<file path="src/rtl/instr_encoder_loader.sv">
// ---------------------------------------------------------------------------
// instr_encoder_loader
//
// Packs decoded instruction fields arriving on a valid/ready stream into
// 32-bit instruction words and writes them sequentially into instruction
// memory, starting at a base address captured on start. Used to load a
// program before the processor is released.
//
// Ports
//   clk, rst_n                 clock (rising edge), async active-low reset
//   start, base_addr           open a load session at base_addr
//   in_valid/in_ready          field stream handshake
//   in_opcode..in_imm, in_last decoded fields, in_last closes the session
//   mem_we/mem_addr/mem_wdata  memory write request, held until mem_ready
//   mem_ready                  memory accepts the write this cycle
//   busy, done                 session running / session finished
//   err_opcode, err_overflow   sticky per-session error flags
//   instr_count                words written in the current session
//
// state  | meaning
// IDLE   | out of reset, waiting for start
// RUN    | accepting beats and writing words
// DONE   | session finished, results held until next start
// ---------------------------------------------------------------------------
module instr_encoder_loader #(
  parameter int ADDR_W = 8,
  parameter int DEPTH  = 256
) (
  input  logic              clk,
  input  logic              rst_n,
  input  logic              start,
  input  logic [ADDR_W-1:0] base_addr,
  input  logic              in_valid,
  output logic              in_ready,
  input  logic [5:0]        in_opcode,
  input  logic [4:0]        in_rd,
  input  logic [4:0]        in_rs1,
  input  logic [4:0]        in_rs2,
  input  logic [5:0]        in_func,
  input  logic [25:0]       in_imm,
  input  logic              in_last,
  output logic              mem_we,
  output logic [ADDR_W-1:0] mem_addr,
  output logic [31:0]       mem_wdata,
  input  logic              mem_ready,
  output logic              busy,
  output logic              done,
  output logic              err_opcode,
  output logic              err_overflow,
  output logic [ADDR_W:0]   instr_count
);

  typedef enum logic [1:0] {
    S_IDLE = 2'd0,
    S_RUN  = 2'd1,
    S_DONE = 2'd2
  } state_t;

  localparam logic [ADDR_W+1:0] DEPTH_L = (ADDR_W+2)'(DEPTH);

  state_t            state_q, state_d;
  logic [ADDR_W-1:0] addr_q, addr_d;
  logic [ADDR_W:0]   cnt_q, cnt_d;
  logic              we_q, we_d;
  logic [31:0]       wdata_q, wdata_d;
  logic              pend_last_q, pend_last_d;
  logic              last_acc_q, last_acc_d;
  logic              err_op_q, err_op_d;
  logic              err_ovf_q, err_ovf_d;

  logic              legal;
  logic              wr_done;
  logic              accept;
  logic [31:0]       enc_word;
  logic [ADDR_W+1:0] occupancy;
  logic [ADDR_W+1:0] cnt_next_w;

  assign legal   = (in_opcode <= 6'd8);
  assign wr_done = we_q && mem_ready;
  assign accept  = in_valid && in_ready;

  // Words already written plus the one in the output register; a new beat
  // is only taken if it still fits inside the session budget.
  assign occupancy  = {1'b0, cnt_q} + {{(ADDR_W+1){1'b0}}, we_q};
  assign cnt_next_w = {1'b0, cnt_q} + {{(ADDR_W+1){1'b0}}, 1'b1};

  assign in_ready = (state_q == S_RUN) && (!we_q || mem_ready) &&
                    !last_acc_q && (occupancy < DEPTH_L);

  always_comb begin
    enc_word = {in_opcode, in_rd, in_rs1, in_imm[15:0]};
    if (in_opcode == 6'd0) begin
      enc_word = {in_opcode, in_rd, in_rs1, in_rs2, 5'b0, in_func};
    end else if (in_opcode == 6'd5) begin
      enc_word = {in_opcode, in_imm};
    end
  end

  always_comb begin
    state_d     = state_q;
    addr_d      = addr_q;
    cnt_d       = cnt_q;
    we_d        = we_q;
    wdata_d     = wdata_q;
    pend_last_d = pend_last_q;
    last_acc_d  = last_acc_q;
    err_op_d    = err_op_q;
    err_ovf_d   = err_ovf_q;

    unique case (state_q)
      S_IDLE, S_DONE: begin
        if (start) begin
          state_d     = S_RUN;
          addr_d      = base_addr;
          cnt_d       = '0;
          we_d        = 1'b0;
          pend_last_d = 1'b0;
          last_acc_d  = 1'b0;
          err_op_d    = 1'b0;
          err_ovf_d   = 1'b0;
        end
      end
      S_RUN: begin
        if (wr_done) begin
          addr_d = addr_q + {{(ADDR_W-1){1'b0}}, 1'b1};
          cnt_d  = cnt_q + {{ADDR_W{1'b0}}, 1'b1};
          we_d   = 1'b0;
          if (pend_last_q) begin
            state_d = S_DONE;
          end else if (cnt_next_w == DEPTH_L) begin
            state_d   = S_DONE;
            err_ovf_d = 1'b1;
          end
        end
        // A beat can only be accepted when the output register is free or
        // draining this cycle, so overwriting it here never loses a word.
        if (accept) begin
          if (legal) begin
            we_d        = 1'b1;
            wdata_d     = enc_word;
            pend_last_d = in_last;
          end else begin
            err_op_d = 1'b1;
            if (in_last) begin
              state_d = S_DONE;
            end
          end
          if (in_last) begin
            last_acc_d = 1'b1;
          end
        end
      end
      default: state_d = S_IDLE;
    endcase
  end

  always_ff @(posedge clk or negedge rst_n) begin
    if (!rst_n) begin
      state_q     <= S_IDLE;
      addr_q      <= '0;
      cnt_q       <= '0;
      we_q        <= 1'b0;
      wdata_q     <= '0;
      pend_last_q <= 1'b0;
      last_acc_q  <= 1'b0;
      err_op_q    <= 1'b0;
      err_ovf_q   <= 1'b0;
    end else begin
      state_q     <= state_d;
      addr_q      <= addr_d;
      cnt_q       <= cnt_d;
      we_q        <= we_d;
      wdata_q     <= wdata_d;
      pend_last_q <= pend_last_d;
      last_acc_q  <= last_acc_d;
      err_op_q    <= err_op_d;
      err_ovf_q   <= err_ovf_d;
    end
  end

  assign mem_we       = we_q;
  assign mem_addr     = addr_q;
  assign mem_wdata    = wdata_q;
  assign busy         = (state_q == S_RUN);
  assign done         = (state_q == S_DONE);
  assign err_opcode   = err_op_q;
  assign err_overflow = err_ovf_q;
  assign instr_count  = cnt_q;

endmodule

</file>
<file path="config.mk">
export PLATFORM = sky130hd
export DESIGN_NAME = instr_encoder_loader
export DESIGN_NICKNAME = d
export VERILOG_FILES = /design/src/rtl/instr_encoder_loader.sv
export SDC_FILE = /design/constraint.sdc
export NUM_CORES = 1
export LEC_CHECK = 0
export CAP_MARGIN = 5
export CORE_ASPECT_RATIO = 0.7
export CORE_UTILIZATION = 42
export CTS_CLUSTER_SIZE = 30
export DETAILED_ROUTE_END_ITERATION = 8
export PLACE_DENSITY = 0.86
export REMOVE_ABC_BUFFERS = 1
export SETUP_SLACK_MARGIN = 0.4
export SLEW_MARGIN = 25
export SYNTH_ARGS = -nofsm -noshare
export SYNTH_HDL_FRONTEND = slang
export SYNTH_SLANG_ARGS = --single-unit
</file>
<file path="constraint.sdc">
create_clock -name clk -period 1.9 [get_ports clk]
set_input_delay 0.38 -clock clk [delete_from_list [all_inputs] [get_ports clk]]
set_output_delay 0.38 -clock clk [all_outputs]
set_load 0.05 [all_outputs]
</file>
* Word-level counts from Yosys, hierarchy flattened
Cells that the tools add are included.
** Storage, ports and cells
- Bits in registers :: 56
- Output and inout bits :: 55
- Word-level logic and storage cells :: 80
** Operators by class
- Add/subtract/negate cells :: 4
- Magnitude comparators :: 2
- Eq/ne operators :: 12
- Muxes and demuxes :: 34
- Reduce and logical (&&, ||, !) cells :: 19
** Operators with widths (count)
- two-way mux 26 bit :: 2
- two-way mux 9 bit :: 2
- case mux 9 bit (2 select lines) :: 1
- two-way mux 8 bit :: 2
- case mux 8 bit (2 select lines) :: 1
- two-way mux 2 bit :: 7
- two-way mux 1 bit :: 13
- AND reduction 4 bit :: 3
- adder 9 x 1 -> 10 bit :: 1
- adder 9 x 1 -> 10 bit, second input constant :: 1
- == test 10 x 9 -> 1 bit, second input constant :: 1
- < comparator 10 x 9 -> 1 bit, second input constant :: 1
- case mux 1 bit (2 select lines) :: 5
- adder 9 x 1 -> 9 bit, second input constant :: 1
- adder 8 x 1 -> 8 bit, second input constant :: 1
- != test 2 x 1 -> 1 bit, second input constant :: 4
- != test 2 bit, second input constant :: 4
- == test 6 x 3 -> 1 bit, second input constant :: 1
- less-or-equal comparator 6 x 4 -> 1 bit, second input constant :: 1
- zero test 6 bit :: 1
- AND reduction 3 bit :: 2
- logical AND 1 bit :: 5
- AND reduction 5 bit :: 1
- case mux 2 bit (2 select lines) :: 1
- 8 further kinds :: 9

* Logic depth before layout (Yosys ltp)
- Depth after elaboration :: 9
- Gate-level depth with buffers :: 10
- Depth with buffers taken out :: 7

* Worst setup path before layout
No wires, ideal clock.
- Kind :: reg-to-output
- From :: register state_q[1]
- To :: output in_ready
- Arrival time :: 2.180 ns
- Slack :: -0.660 ns
- Stages on the path, launching flop included :: 8
- Buffers on the path :: 3
- Cells stage by stage :: dfrtp_1 -> nand2b_1 -> buf_4 -> inv_2 -> clkbuf_1 -> buf_2 -> nand2_1 -> a21oi_1
** On the way
- Word-level cells in the longest chain between the ends :: 4
** Ends and longest elaborated chain
- from (decl) :: line 61 : state_t state_q, state_d;
- from (signal assigned) :: line 169 : state_q <= state_d;
- == test 2 x 1 -> 1 bit
- named net busy :: line 46 : output logic busy,
- logical AND 1 bit (2 in series) :: line 87 : assign in_ready = (state_q == S_RUN) && (!we_q || mem_ready) &&
- logical AND 1 bit :: line 88 : !last_acc_q && (occupancy < DEPTH_L);
- to (decl) :: line 34 : output logic in_ready,
The timed path passes the listed nets, and every way through them passes these cells.

* Worst setup path in the final report
- From :: register cnt_q[1] (netlist: instr_count[1])
- To :: register state_q[0]
** On the way
- Word-level cells in the longest chain between the ends :: 9
- Elaborated cells on any way between the ends :: 13
- Those cells by class :: add/sub: 2; order compare: 1; eq/ne: 1; mux: 7; reduce/logical: 2
** Ends and longest elaborated chain
- from (decl) :: line 63 : logic [ADDR_W:0] cnt_q, cnt_d;
- from (signal assigned) :: line 171 : cnt_q <= cnt_d;
- adder 9 x 1 -> 10 bit :: line 85 : assign cnt_next_w = {1'b0, cnt_q} + {{(ADDR_W+1){1'b0}}, 1'b1};
- == test 10 x 9 -> 1 bit :: line 130 : end else if (cnt_next_w == DEPTH_L) begin
- two-way mux 2 bit :: line 130
- two-way mux 2 bit :: line 128 : if (pend_last_q) begin
- two-way mux 2 bit :: line 124 : if (wr_done) begin
- two-way mux 2 bit :: line 144 : if (in_last) begin
- two-way mux 2 bit :: line 138 : if (legal) begin
- two-way mux 2 bit * :: line 137 : if (accept) begin
- case mux 2 bit (2 select lines) * :: line 110 : unique case (state_q)
Mark *: on every way between the ends. The rest lies on a longest branch, timed or not.
A chain may end at the register's enable or synchronous reset.

==> summary.txt <==
Global route
  – All-Layer GR Usage: 24.5%
  – Vias in the first global route: 2,804
  – Largest net degree at the start of global routing: 41
  – GRT overflow: 0
  – First-pass GRT wire length: 13,700 um
  – Initial antenna violation count: 0

Status
  – Failing checks: negative hold slack
  – Status: finished, violations left

Synth
  – Syn. warnings: 0
  – Post-synth EDFFs: 0
  – Synthesized cell area: 2810 um^2
  – Most frequently used flop master after synthesis: dfrtp_1
  – Cells after Synth: 296
  – Synth top area cells: dfrtp_1, mux2i_1, a21oi_1, nor2_1, o21ai_0
  – Seq cells post-synth: 56
  – Ys async rst share: 100%
  – Post-synth top area cell: dfrtp_1
  – Sequential fraction of the synthesis area: 49.8%
  – Netlist cell types: 46
  – Mean Syn Cell Area: 9.51 um^2
  – Post-synth top area share: 49.8%

Finish
  – Antenna diode count: 0
  – Share of cells above drive strength 1: 36.9%
  – # nets final: 528
  – P&R area growth vs syn: 75.7%
  – Fill count: 396

Job
  – Max-cap violations: 0

Clocking
  – H-tree Lvls: 2
  – Clock transition at the registers of the reported paths: 0.11 ns
  – CTS tree: built
  – CTS Root Cell: clkbuf_8
  – TritonCTS Buffers: 5
  – Clk_lat worst skew: 0.31 ns
  – Clock sink total: 56
  – CTS max path bufs: 2

Setup path
  – Crit. End Element: flop
  – Crit start category: flop
  – Worst path arrival time: 2.03 ns
  – CP required: 2.08 ns
  – WS Path Type: flop to flop
  – Crit path max fanout: 6

Min path
  – HP Class: input port to async pin

Power
  – Pwr dens: 1450 nW/um^2
  – Sw Share: 48.9%
  – P_sw: 3500 uW
  – Pleak: 0.00217 uW
  – Overall Power: 7150 uW
  – Maximum vdd ir drop: 0.800 mV
  – Clock network power share: 10.7%
  – Seq pwr share: 28.9%
  – P_int: 3650 uW
  – Comb pwr share: 60.3%

Route
  – First-pass iteration count of the detailed router: 4
  – DRC violations left: 0
  – Mean number of vias per cell: 5.42
  – DRT antenna net count: 0
  – Total wire length: 9280 um
  – Routed wire per std cell: 16.9 um
  – DR iter-0 viols: 123
  – Vias after detailed routing: 2,976

Floorplan
  – Cell Rows: 24
  – Total die area: 7040 um^2
  – Die Span Y: 70.5 um
  – Core area: 6340 um^2
  – Ports: 122
  – Initial Util: 44.4%
  – Chip Width: 99.8 um

Placement
  – Input/output buffers: 121
  – GPL Wtd Cong: 0.810
  – Hpwl dp: 5570 um
  – Setup WS pre-CTS: -0.177 ns

Timing
  – Max_slew headroom: 72.1%
  – WHS: -0.00368 ns
  – Final hold violation count: 3
  – Setup TNS: 0 ns
  – Max Clock Skew: 0.0129 ns
  – Fmax: 0.542 GHz
  – Unrepaired setup endpoints after global routing: yes
  – Final cycle utilization of the critical path: 97.1%
  – Final critical-path required period: 1.85 ns
  – Tightest Pin Transition: 0.418 ns
  – Max Slew Vio Count: 0
  – Final setup viols: 0
  – Final WS setup: 0.0546 ns
-- power groups by stage --
stage	clock [uW]	sequential, uW	combinational (uW)
after floorplan	0	3490	894
after CTS	771	2020	4070
after detailed placement	0	2010	3840
after global routing	816	2140	4520
after global placement	0	1990	3780
final	769	2070	4320
-- flip-flops by register name, summed over array words and instances, names as in the netlist --
signal,cells
err_opcode,1
err_overflow,1
instr_count,9
last_acc_q,1
mem_addr,8
mem_wdata,32
mem_we,1
pend_last_q,1
state_q,2
-- logic make-up (layout without fill, tap and decap cells) --
| group | Yosys count | count (layout) | synth area share, % |
|---|---|---|---|
| and+or+nand+nor | 100 | 100 | 17.1 |
| AOI/OAI and AO/OA | 83 | 83 | 17.1 |
| DFF | 56 | 56 | 49.8 |
| buffers and inverters | 29 | 191 | 5.65 |
| muxes | 25 | 25 | 9.20 |
| adders and majority gates | 2 | 2 | 0.889 |
| xor gates and xnor gates | 1 | 1 | 0.311 |
-- worst max-delay path, cell delays in order (launching register included) --
cell and delay [ns]:
dfrtp_2 0.45, ha_2 0.27, and3_1 0.17, nand4_1 0.11, a32oi_2 0.25, a31oi_1 0.13, o21ai_1 0.22, o21ai_1 0.12
-- path summary, 6_finish.rpt --
path,start,end,slack (ns),depth (start not counted)
worst max register to register,instr_count[1],state_q[0],0.05,7
worst min-delay path,rst_n,instr_count[8],-0.004,1
min in group clk,last_acc_q,last_acc_q,0.51,1
worst max-delay path,instr_count[1],state_q[0],0.05,7
worst min register to register,last_acc_q,last_acc_q,0.51,1
max in group asynchronous,rst_n,instr_count[0],1.34,2
-- area by class of cell --
cell class	count	area [um^2]	area share [%]
clock buffers	5	68.8	1.39
clock inverters	1	30.0	0.607
inverters	10	40.0	0.810
multi-input cells	211	1470	29.7
flip-flops and latches	56	1410	28.4
well taps	91	114	2.30
repair buffers	175	1820	36.8
-- cell usage in the layout (no fill, tap or decap), types with 3 or more instances in the layout --
cell,netlist,layout
clkbuf_8,0,5
dfrtp_2,0,4
clkdlybuf4s15_2,0,24
mux2i_1,21,20
a21oi_1,36,26
buf_12,0,10
buf_6,4,11
nand2_1,21,19
inv_1,9,9
nand3_1,18,16
buf_16,0,3
buf_4,3,56
nor2_1,33,20
and3_1,5,4
nand4_1,5,5
nor2_2,0,4
dfrtp_1,56,52
nor2_4,0,9
o21ai_0,23,19
a21oi_2,1,11
o22ai_1,3,3
a22o_1,3,3
a31oi_1,4,4
o21ai_1,1,4
clkdlybuf4s50_1,0,65
buf_2,6,3
nor2b_4,1,3
-- cell usage after synthesis, types with 2 or more instances --
cell type / n
nand2b_1: 3
o21ai_0: 23
a22o_1: 3
o22ai_1: 3
and4_1: 2
dfrtp_1: 56
nand2_1: 21
ha_1: 2
nand3_1: 18
nor3_1: 3
buf_2: 6
and3_1: 5
buf_6: 4
inv_1: 9
a21oi_1: 36
mux2i_1: 21
mux2_2: 3
nor2b_1: 4
a31oi_1: 4
nand4_1: 5
clkbuf_1: 5
nor2_1: 33
o31ai_1: 2
buf_4: 3
-- through the flow --
stage / utilization [%] / instance area, um^2 / cells
2_1_floorplan: - / 2690 / 277
3_3_place_gp: 66.4 / 4210 / 513
3_5_place_dp: 66.4 / 4210 / 513
4_1_cts: 74.2 / 4700 / 541
5_1_grt: 78.0 / 4940 / 549
6_report: 78.0 / 4940 / 549
-- layer usage --
metal | vias to the layer above | track usage (%) | wire length (um)
met5 | - | 0 | 0
met4 | 0 | 6.37 | 219
met3 | 26 | 5.71 | 670
met2 | 133 | 40.1 | 4630
met1 | 1433 | 32.8 | 3750
li1 | 1384 | - | -
-- repair_timing --
item,4_1_cts,5_1_grt
setup endpoints to repair,81,63
hold buffers,0,0
buffers inserted,20,7
gates cloned,2,1
pin swaps,20,4
resized for setup,119,50
No activity file was read; power rests on OpenSTA's default activity.
